==> src/rtl/fir_pkg.sv <==
// Shared constants and types for the FIR back-end stages.
package fir_pkg;

  localparam int unsigned DATA_W   = 8;
  localparam int unsigned MAX_LOG2 = 3;
  localparam int unsigned ACC_W    = DATA_W + MAX_LOG2;

  typedef enum logic [1:0] {
    DECIM_1 = 2'd0,
    DECIM_2 = 2'd1,
    DECIM_4 = 2'd2,
    DECIM_8 = 2'd3
  } decim_e;

  typedef enum logic {
    OUT_EMPTY = 1'b0,
    OUT_FULL  = 1'b1
  } out_state_e;

  // Sample index of the final sample in a block of 2**k samples.
  function automatic logic [MAX_LOG2-1:0] last_cnt(input decim_e k);
    return MAX_LOG2'((32'd1 << 32'(k)) - 32'd1);
  endfunction

endpackage

==> src/rtl/fir_out_reg.sv <==
// Single-entry valid/ready output register; accepts a load whenever empty or draining.
module fir_out_reg
  import fir_pkg::*;
#(
  parameter int unsigned W = 8
) (
  input  logic         clk,
  input  logic         reset,
  input  logic         load,
  input  logic [W-1:0] load_data,
  output logic         load_ready_c,
  output logic [W-1:0] m_tdata,
  output logic         m_tvalid,
  input  logic         m_tready
);

  out_state_e state_q;
  out_state_e state_d;

  always_ff @(posedge clk) begin
    if (reset) state_q <= OUT_EMPTY;
    else       state_q <= state_d;
  end

  // A load in the same cycle as a drain keeps the register full with new data.
  always_comb begin
    state_d = state_q;
    unique case (state_q)
      OUT_EMPTY: if (load) state_d = OUT_FULL;
      OUT_FULL: begin
        if (load)          state_d = OUT_FULL;
        else if (m_tready) state_d = OUT_EMPTY;
      end
      default: state_d = OUT_EMPTY;
    endcase
  end

  always_ff @(posedge clk) begin
    if (reset)     m_tdata <= '0;
    else if (load) m_tdata <= load_data;
  end

  assign m_tvalid     = (state_q == OUT_FULL);
  assign load_ready_c = (state_q == OUT_EMPTY) | m_tready;

endmodule

==> src/rtl/fir_decimator.sv <==
// Block-averaging decimator: sums 2**k samples and emits the truncated mean.
module fir_decimator
  import fir_pkg::*;
(
  input  logic              clk,
  input  logic              reset,
  input  logic [1:0]        decim_sel,
  input  logic [DATA_W-1:0] s_axis_tdata,
  input  logic              s_axis_tvalid,
  output logic              s_axis_tready,
  output logic [DATA_W-1:0] m_axis_tdata,
  output logic              m_axis_tvalid,
  input  logic              m_axis_tready,
  output logic [7:0]        block_cnt
);

  logic [ACC_W-1:0]    acc;
  logic [MAX_LOG2-1:0] cnt;
  decim_e              k_lat;

  decim_e              k_eff_c;
  logic                first_c;
  logic                is_last_c;
  logic                in_xfer_c;
  logic                last_xfer_c;
  logic                load_ready_c;
  logic [ACC_W-1:0]    acc_base_c;
  logic [ACC_W-1:0]    sum_c;
  logic [DATA_W-1:0]   avg_c;

  // The factor is sampled at the first sample of each block.
  assign first_c     = (cnt == '0);
  assign k_eff_c     = first_c ? decim_e'(decim_sel) : k_lat;
  assign is_last_c   = (cnt == last_cnt(k_eff_c));
  assign acc_base_c  = first_c ? '0 : acc;
  assign sum_c       = acc_base_c + ACC_W'(s_axis_tdata);
  assign avg_c       = DATA_W'(sum_c >> k_eff_c);

  // Non-final samples are always accepted; the final one waits for output space.
  assign s_axis_tready = !is_last_c | load_ready_c;
  assign in_xfer_c     = s_axis_tvalid & s_axis_tready;
  assign last_xfer_c   = in_xfer_c & is_last_c;

  always_ff @(posedge clk) begin
    if (reset) begin
      acc       <= '0;
      cnt       <= '0;
      k_lat     <= DECIM_1;
      block_cnt <= '0;
    end else if (in_xfer_c) begin
      acc <= sum_c;
      if (first_c) k_lat <= decim_e'(decim_sel);
      if (is_last_c) begin
        cnt       <= '0;
        block_cnt <= block_cnt + 8'd1;
      end else begin
        cnt <= cnt + MAX_LOG2'(1);
      end
    end
  end

  fir_out_reg #(
    .W (DATA_W)
  ) u_out_reg (
    .clk          (clk),
    .reset        (reset),
    .load         (last_xfer_c),
    .load_data    (avg_c),
    .load_ready_c (load_ready_c),
    .m_tdata      (m_axis_tdata),
    .m_tvalid     (m_axis_tvalid),
    .m_tready     (m_axis_tready)
  );

endmodule

==> config.mk <==
export PLATFORM = sky130hd
export DESIGN_NAME = fir_decimator
export DESIGN_NICKNAME = d
export VERILOG_FILES = /design/src/rtl/fir_pkg.sv /design/src/rtl/fir_out_reg.sv /design/src/rtl/fir_decimator.sv
export SDC_FILE = /design/constraint.sdc
export NUM_CORES = 1
export LEC_CHECK = 0
export BUFFER_PORTS_ARGS = -buffer_cell sky130_fd_sc_hd__buf_2
export CAP_MARGIN = 20
export CORE_UTILIZATION = 57
export DETAILED_ROUTE_END_ITERATION = 6
export PLACE_DENSITY_LB_ADDON = 0.2
export RECOVER_POWER = 50
export SYNTH_ARGS = -nofsm -noshare
export SYNTH_HDL_FRONTEND = slang
export SYNTH_SLANG_ARGS = --single-unit
==> constraint.sdc <==
create_clock -name clk -period 4.3 [get_ports clk]
set_clock_uncertainty 0.15 [all_clocks]
set_input_delay 0.43 -clock clk [delete_from_list [all_inputs] [get_ports clk]]
set_output_delay 0.43 -clock clk [all_outputs]
set_load 0.005 [all_outputs]
==> results of run 1 <==
==> synthesized netlist by cell type (3+ instances only) <==
master    number
o21ai_0       22
dfxtp_1       33
a31oi_1        4
ha_1          11
nor2b_1        5
o211ai_1       5
nor2_1        12
o311ai_0       3
or3_1          4
nand2b_1       7
clkbuf_1      12
nand2_1       22
mux2i_1        7
o21a_1         4
inv_1         12
and2_1        11
o31ai_1        5
a211oi_1       5
nand3_1       15
or4_1          6
xnor2_1        5
a21oi_1       35
nor3_1         9
a211o_1        3
==> final cells by class <==
cell class	instances	area, sq um
multi-input cells	229	1484
fillers	348	1235
flip-flops and latches	33	660.6
repair buffers	35	172.7
clock buffers	6	72.57
well taps	48	60.06
inverters	13	48.80
clock inverters	2	10.01
==> kinds of logic after synthesis <==
| group | share of synthesized area |
|---|---|
| xor+xnor | 0.02299 |
| buf+inv | 0.05254 |
| fa+ha+maj | 0.06896 |
| simple gates | 0.2364 |
| compound gates | 0.2896 |
| mux | 0.04050 |
| flops | 0.2890 |
==> critical path: cells and delay by family, from the launching register on <==
kind | cells | cell delay (ns)
AND/OR/NAND/NOR | 2 | 0.99
buffers and inverters | 4 | 0.79
AO/OA/AOI/OAI | 1 | 0.42
flip-flops | 1 | 0.38
adder cells (fa/ha/maj) | 1 | 0.22
multiplexers | 1 | 0.15
==> where the power goes <==
| part | total, mW | switching (mW) | internal [mW] |
|---|---|---|---|
| logic | 0.229 | 0.140 | 0.0886 |
| clock network | 0.238 | 0.126 | 0.112 |
| registers | 0.346 | 0.0180 | 0.328 |
| total | 0.813 | 0.284 | 0.529 |
==> flip-flops by register name, indices dropped and copies added, names as in the netlist <==
signal	flops
k_lat	2
u_out_reg.m_tvalid	1
block_cnt	8
cnt	3
acc	11
u_out_reg.m_tdata	8
==> worst paths after layout <==
| path | endpoint | startpoint | cells past startpoint |
|---|---|---|---|
| setup reg to reg | acc[10]$_SDFFE_PP0N_ | cnt[0]$_SDFFE_PP0N_ | 12 |
| hold / removal | acc[4]$_SDFFE_PP0N_ | acc[4]$_SDFFE_PP0N_ | 2 |
| hold reg to reg | acc[4]$_SDFFE_PP0N_ | acc[4]$_SDFFE_PP0N_ | 2 |
| setup / recovery | s_axis_tready | cnt[0]$_SDFFE_PP0N_ | 9 |
==> layer usage <==
metal,share of wire,global-route usage,wire length [microns]
met3,0.075,0.05556,448
met5,0,0,0
met2,0.44,0.4716,2633
met4,0.015,0.1005,91
met1,0.47,0.4083,2802
==> metrics.txt, run 1 <==
# TYPE chip_impl_metric gauge
chip_impl_info{name="worstPathCellList",value="inv_1 > ha_1 > nor2b_1 > mux2i_1 > clkbuf_1 > or3_1 > a21oi_4 > inv_2 > buf_2"} 1
chip_impl_metric{name="port_buffer_count",unit=""} 31
chip_impl_info{name="clock-root-buffer",value="clkbuf_8"} 1
chip_impl_info{name="crit_type",value="reg2out"} 1
chip_impl_metric{name="clock_tree.htree_level_count",unit=""} 2
chip_impl_metric{name="vias_per_cell",unit=""} 6.366
chip_impl_metric{name="wire_per_inst",unit="microns"} 16.33
chip_impl_metric{name="synthesis.area",unit="sq um"} 2286
chip_impl_metric{name="reg2reg_slack",unit="ns"} 0.46
chip_impl_metric{name="place.detailed.hpwl",unit="microns"} 4203
chip_impl_metric{name="netlist-cell-type-count",unit=""} 49
chip_impl_metric{name="hold_ws",unit="ns"} 0.3271
chip_impl_metric{name="post_synthesis_instance_total",unit=""} 291
chip_impl_metric{name="initial_utilization",unit=""} 0.6106
chip_impl_metric{name="cts_buffer_depth",unit=""} 2
chip_impl_metric{name="postLayoutSetupSlackWorst",unit="ns"} 0.4536
chip_impl_metric{name="coreArea",unit="sq um"} 3744
chip_impl_metric{name="worst_path_required",unit="ns"} 3.72
chip_impl_metric{name="postLayoutCellArea",unit="sq um"} 2509
chip_impl_info{name="mostFrequentLayoutCells",value="a21oi_1, dfxtp_1, buf_2, nand2_1, o21ai_0"} 1
chip_impl_metric{name="clock.fmax",unit="MHz"} 260.0
chip_impl_metric{name="ys_seq_area_frac",unit=""} 0.2890
chip_impl_metric{name="synth_top_area_share",unit=""} 0.2890
chip_impl_metric{name="number_of_clock_sinks",unit=""} 33
chip_impl_metric{name="final_layout_size_suffix_gt1_frac",unit=""} 0.1258
chip_impl_metric{name="postCtsSetupBuffers",unit=""} 0
chip_impl_metric{name="totalNegativeSetupSlack",unit="ns"} 0
chip_impl_metric{name="count_of_flip_flops_with_a_built_in_enable_after_synthesis",unit=""} 0
chip_impl_metric{name="antennaDiodeCount",unit=""} 0
chip_impl_metric{name="grt_first_pass_wirelength",unit="microns"} 9770
chip_impl_metric{name="worstPathMaxFanout",unit=""} 16
chip_impl_metric{name="postSynthNetCount",unit=""} 317
chip_impl_metric{name="async_reset_ff_frac",unit=""} 0
chip_impl_metric{name="dpl.cell_count",unit=""} 357
chip_impl_metric{name="report.final.slew_viol_count",unit=""} 0
chip_impl_metric{name="timing.slew.headroom",unit=""} 0.4061
chip_impl_metric{name="fin_cells",unit=""} 366
chip_impl_metric{name="drv.max_cap_violation_count",unit=""} 0
chip_impl_metric{name="remaining_drc_errors",unit=""} 0
chip_impl_metric{name="post_cts_resize_count",unit=""} 0
chip_impl_metric{name="timing.final.crit_period",unit="ns"} 3.846
chip_impl_metric{name="vdd_ir_drop_max",unit="mV"} 0.2927
chip_impl_info{name="synth_area_leaders",value="dfxtp_1, a21oi_1, ha_1, o21ai_0, nand2_1"} 1
chip_impl_metric{name="clkLatencyLatePin",unit="ns"} 0.30
chip_impl_metric{name="final_setup_violation_count",unit=""} 0
chip_impl_metric{name="cp_slowest_stage_delay",unit="ns"} 0.50
chip_impl_metric{name="cts_hold_repair.buffers",unit=""} 0
chip_impl_metric{name="antenna_left",unit=""} 0
chip_impl_info{name="outcome",value="finished clean"} 1
chip_impl_info{name="synth_top_cell_by_area",value="dfxtp_1"} 1
chip_impl_metric{name="grt_antenna_before_repair",unit=""} 0
chip_impl_metric{name="pre_cts_slack",unit="ns"} 0.5564
chip_impl_metric{name="clkTransAtPathRegs",unit="ns"} 0.08
chip_impl_metric{name="cp_data_arrival_time",unit="ns"} 3.27
chip_impl_metric{name="yosys_warnings",unit=""} 0
chip_impl_metric{name="fin_util",unit=""} 0.6701
chip_impl_info{name="crit_path_top_delay_cell",value="nor2b_1"} 1
chip_impl_info{name="grt_setup_unrepaired",value="no"} 1
chip_impl_metric{name="worst_max_slew_pin_slew",unit="ns"} 0.8909
chip_impl_metric{name="placement_rows",unit=""} 22
chip_impl_metric{name="finalWirelength",unit="microns"} 5976
chip_impl_metric{name="firstDrtPassIters",unit=""} 7
chip_impl_metric{name="drt_iter0_markers",unit=""} 212
chip_impl_info{name="yosys_most_used_dff",value="dfxtp_1"} 1
chip_impl_info{name="endpoint_kind",value="output pin"} 1
chip_impl_metric{name="power_density_of_the_placed_cells",unit="nW/um^2"} 324.0
chip_impl_metric{name="min_period_over_period",unit=""} 0.8945
chip_impl_metric{name="p_total",unit="uW"} 812.7
chip_impl_metric{name="final-hold-violation-count",unit=""} 0
chip_impl_info{name="worst_hold_path_type",value="reg2reg"} 1
chip_impl_metric{name="boundaryPins",unit=""} 32
chip_impl_metric{name="global_route.usage.total",unit=""} 0.2996
chip_impl_metric{name="design.die.area",unit="sq um"} 4267
chip_impl_metric{name="detailroute.via_count",unit=""} 2330
chip_impl_metric{name="syn2layout_area_growth",unit="%"} 9.743
chip_impl_info{name="worstSetupStartpointType",value="flop"} 1
chip_impl_info{name="tritoncts_clock_tree",value="yes"} 1
chip_impl_metric{name="die-width",unit="microns"} 65.33
chip_impl_metric{name="clock_buffer_count_from_cts",unit=""} 5
chip_impl_info{name="layout.cells.most_common",value="a21oi_1"} 1
chip_impl_metric{name="first_global_vias",unit=""} 2077
chip_impl_metric{name="overflow_after_grt",unit=""} 0
chip_impl_metric{name="grt_max_degree",unit=""} 30
chip_impl_metric{name="total_leakage_power",unit="nW"} 0.9938
chip_impl_metric{name="globalplace.congestion",unit=""} 0.8875
chip_impl_metric{name="dieHeight",unit="microns"} 65.33
chip_impl_metric{name="synthesis.area_per_instance",unit="sq um"} 7.855
chip_impl_metric{name="ys_seq_elements",unit=""} 33
chip_impl_metric{name="finish.net_count",unit=""} 343
chip_impl_metric{name="placed_cell_area",unit="sq um"} 2452
No activity file was read; power rests on OpenSTA's default activity.
==> run 2: changes to the inputs <==
--- a/config.mk
+++ b/config.mk
@@ -13,4 +13,5 @@
 export RECOVER_POWER = 50
 export SYNTH_ARGS = -nofsm -noshare
 export SYNTH_HDL_FRONTEND = slang
+export SYNTH_HIERARCHICAL = 1
 export SYNTH_SLANG_ARGS = --single-unit
==> run 2 against run 1 <==
Compared with the run above:
- clock power grew 26%
- sequential cell count is the same
- highest routed layer unchanged
- critical path depth shrank 1
- die area shrank 4.8%
- register-to-register slack gained 0.13 ns
==> metrics.txt, run 2 <==
# TYPE chip_impl_metric gauge
chip_impl_info{name="outcome",value="finished clean"} 1
chip_impl_metric{name="final-hold-violation-count",unit=""} 0
chip_impl_metric{name="pre_cts_slack",unit="ns"} 0.9133
chip_impl_metric{name="use_met1",unit=""} 0.3615
chip_impl_info{name="largest_registers",value="acc x11, block_cnt x8, u_out_reg/m_tdata x8"} 1
chip_impl_metric{name="synthesis.area_per_instance",unit="sq um"} 8.290
chip_impl_metric{name="finalWirelength",unit="microns"} 4593
chip_impl_metric{name="vdd_ir_drop_max",unit="mV"} 0.3164
chip_impl_metric{name="drt_iter0_markers",unit=""} 89
chip_impl_metric{name="num-fill-cells",unit=""} 323
chip_impl_metric{name="initial_utilization",unit=""} 0.5933
chip_impl_info{name="crit_type",value="reg2out"} 1
chip_impl_metric{name="cts_buffer_depth",unit=""} 2
chip_impl_metric{name="post_cts_resize_count",unit=""} 0
chip_impl_metric{name="synth-compound-area-share",unit=""} 0.1429
chip_impl_metric{name="postLayoutSetupSlackWorst",unit="ns"} 0.5654
chip_impl_metric{name="hold_ws",unit="ns"} 0.3185
chip_impl_info{name="combinational_family_with_the_most_area_after_synthesis",value="simple AND/OR/NAND/NOR gates"} 1
chip_impl_metric{name="wire_per_inst",unit="microns"} 13.51
chip_impl_metric{name="clkTransAtPathRegs",unit="ns"} 0.07
chip_impl_metric{name="netlist-cell-type-count",unit=""} 46
chip_impl_info{name="grt_setup_unrepaired",value="no"} 1
chip_impl_metric{name="timing.slew.headroom",unit=""} 0.5215
chip_impl_metric{name="gr-usage-met3",unit=""} 0.05357
chip_impl_metric{name="min_period_over_period",unit=""} 0.8685
chip_impl_metric{name="postCtsSetupBuffers",unit=""} 0
chip_impl_metric{name="cp_data_arrival_time",unit="ns"} 3.15
chip_impl_metric{name="detailroute.via_count",unit=""} 1921
chip_impl_metric{name="remaining_drc_errors",unit=""} 0
chip_impl_metric{name="antennaDiodeCount",unit=""} 0
chip_impl_metric{name="clock_buffer_count_from_cts",unit=""} 5
chip_impl_metric{name="clock.fmax",unit="MHz"} 267.8
chip_impl_metric{name="worst_max_slew_pin_slew",unit="ns"} 0.7178
chip_impl_metric{name="worst_path_required",unit="ns"} 3.72
chip_impl_metric{name="port_buffer_count",unit=""} 31
chip_impl_metric{name="dieHeight",unit="microns"} 63.73
chip_impl_info{name="register_with_the_most_flip_flops",value="acc"} 1
chip_impl_metric{name="async_reset_ff_frac",unit=""} 0
chip_impl_info{name="synth_area_leaders",value="dfxtp_1, mux2i_1, ha_1, nor2_1, a21oi_1"} 1
chip_impl_metric{name="ys_seq_area_frac",unit=""} 0.3041
chip_impl_metric{name="worstPathMaxFanout",unit=""} 12
chip_impl_metric{name="ys_seq_elements",unit=""} 33
chip_impl_metric{name="timing.final.crit_period",unit="ns"} 3.735
chip_impl_metric{name="placement_rows",unit=""} 22
chip_impl_info{name="clock-root-buffer",value="clkbuf_8"} 1
chip_impl_metric{name="synth_mux_area_frac",unit=""} 0.1486
chip_impl_metric{name="clkLatencyLatePin",unit="ns"} 0.29
chip_impl_metric{name="number_of_clock_sinks",unit=""} 33
chip_impl_info{name="endpoint_kind",value="output pin"} 1
chip_impl_info{name="synth_top_cells_by_count",value="nor2_1, dfxtp_1, mux2i_1, a21oi_1, nand2_1"} 1
chip_impl_metric{name="vias_per_cell",unit=""} 5.650
chip_impl_info{name="worstSetupStartpointType",value="flop"} 1
chip_impl_metric{name="total_leakage_power",unit="nW"} 1.050
chip_impl_metric{name="final_layout_size_suffix_gt1_frac",unit=""} 0.1336
chip_impl_metric{name="finish.net_count",unit=""} 317
chip_impl_metric{name="power_density_of_the_placed_cells",unit="nW/um^2"} 347.7
chip_impl_metric{name="design.die.area",unit="sq um"} 4062
chip_impl_metric{name="post_synth_fa_ha_maj_area_fraction",unit=""} 0.07258
chip_impl_metric{name="coreArea",unit="sq um"} 3661
chip_impl_metric{name="antenna_left",unit=""} 0
chip_impl_metric{name="yosys_warnings",unit=""} 6
chip_impl_metric{name="grt_max_degree",unit=""} 35
chip_impl_metric{name="largest_register_ff_count",unit=""} 11
chip_impl_metric{name="place.detailed.hpwl",unit="microns"} 3361
chip_impl_metric{name="firstDrtPassIters",unit=""} 4
chip_impl_metric{name="count_of_flip_flops_with_a_built_in_enable_after_synthesis",unit=""} 0
chip_impl_metric{name="die-width",unit="microns"} 63.73
chip_impl_metric{name="final_setup_violation_count",unit=""} 0
chip_impl_metric{name="grt_antenna_before_repair",unit=""} 0
chip_impl_info{name="synth_top_cell_by_area",value="dfxtp_1"} 1
chip_impl_metric{name="first_global_vias",unit=""} 1727
chip_impl_info{name="yosys_most_used_dff",value="dfxtp_1"} 1
chip_impl_info{name="worst_hold_path_type",value="reg2reg"} 1
chip_impl_metric{name="clock_tree.htree_level_count",unit=""} 2
chip_impl_metric{name="drv.max_cap_violation_count",unit=""} 0
chip_impl_metric{name="global_route.usage.total",unit=""} 0.2524
chip_impl_metric{name="synthesis.area",unit="sq um"} 2172
chip_impl_metric{name="cts_hold_repair.buffers",unit=""} 0
chip_impl_metric{name="syn2layout_area_growth",unit="%"} 12.38
chip_impl_metric{name="totalNegativeSetupSlack",unit="ns"} 0
chip_impl_metric{name="synthXorXnorAreaFrac",unit=""} 0.04435
chip_impl_info{name="mostFrequentLayoutCells",value="nor2_1, dfxtp_1, mux2i_1, buf_2, a21oi_1"} 1
chip_impl_info{name="layout.cells.most_common",value="nor2_1"} 1
chip_impl_metric{name="overflow_after_grt",unit=""} 0
chip_impl_metric{name="boundaryPins",unit=""} 32
chip_impl_metric{name="report.final.slew_viol_count",unit=""} 0
chip_impl_metric{name="post_synthesis_instance_total",unit=""} 262
chip_impl_metric{name="met2_usage",unit=""} 0.3630
chip_impl_info{name="global_route.peak_usage_layer",value="met2"} 1
chip_impl_metric{name="globalplace.congestion",unit=""} 0.8482
chip_impl_info{name="tritoncts_clock_tree",value="yes"} 1
chip_impl_metric{name="synth_top_area_share",unit=""} 0.3041
chip_impl_metric{name="post_synth_and_or_nand_nor_area_fraction",unit=""} 0.2396
chip_impl_metric{name="postSynthNetCount",unit=""} 288
chip_impl_metric{name="grt_first_pass_wirelength",unit="microns"} 8031
chip_impl_info{name="post-synth-top-count-cell",value="nor2_1"} 1
==> run 2: worst max-delay path: stages (launching register included) <==
cell	delay, ns
dfxtp_1	0.38
inv_1	0.10
ha_1	0.24
nand2b_1	0.22
clkbuf_1	0.45
mux4_2	0.57
o311a_1	0.43
or2_2	0.33
buf_2	0.13
==> run 2: cell families after synthesis <==
| kind of cell | after synthesis |
|---|---|
| AND/OR/NAND/NOR | 105 |
| AO/OA/AOI/OAI | 49 |
| flip-flops | 33 |
| multiplexers | 31 |
| buffers and inverters | 21 |
| adder cells (fa/ha/maj) | 12 |
| XOR/XNOR | 11 |
==> run 2: cell type report <==
class	instances	area [sq um]	area share
Tap cell	48	60.06	0.02460
Timing Repair Buffer	34	163.9	0.06715
Multi-Input combinational cell	208	1408	0.5766
Clock buffer	5	68.82	0.02819
Inverter	9	33.78	0.01384
Clock inverter	3	46.29	0.01896
Sequential cell	33	660.6	0.2706
==> run 2: path summary, 6_finish.rpt <==
kind,cells past startpoint,slack [ns],startpoint,endpoint
worst min register to register,2,0.32,acc[1]$_SDFFE_PP0N_,acc[1]$_SDFFE_PP0N_
worst min-delay path,2,0.32,acc[1]$_SDFFE_PP0N_,acc[1]$_SDFFE_PP0N_
worst max register to register,10,0.59,cnt[0]$_SDFFE_PP0N_,u_out_reg/m_tdata[3]$_SDFFE_PP0P_
worst max-delay path,8,0.57,cnt[0]$_SDFFE_PP0N_,s_axis_tready
==> run 2: through the flow <==
step / power, mW / instance area, sq um / cells / util
after floorplan: 0.5115 / 2172 / 262 / -
after global placement: 0.5546 / 2340 / 332 / 0.6391
after detailed placement: 0.5576 / 2340 / 332 / 0.6391
after CTS: 0.8559 / 2455 / 340 / 0.6705
after global routing: 0.8969 / 2441 / 340 / 0.6668
final: 0.8489 / 2441 / 340 / 0.6668
==> run 2: power breakdown <==
| group | internal (mW) | switching, mW |
|---|---|---|
| clock | 0.173 | 0.125 |
| sequential | 0.326 | 0.0152 |
| combinational | 0.0884 | 0.121 |
| total | 0.588 | 0.261 |
==> run 2: metal layers <==
metal | up-vias | wire [microns]
li1 | 982 | -
met1 | 899 | 2311
met5 | - | 0
met3 | 3 | 216
met2 | 37 | 2029
met4 | 0 | 36
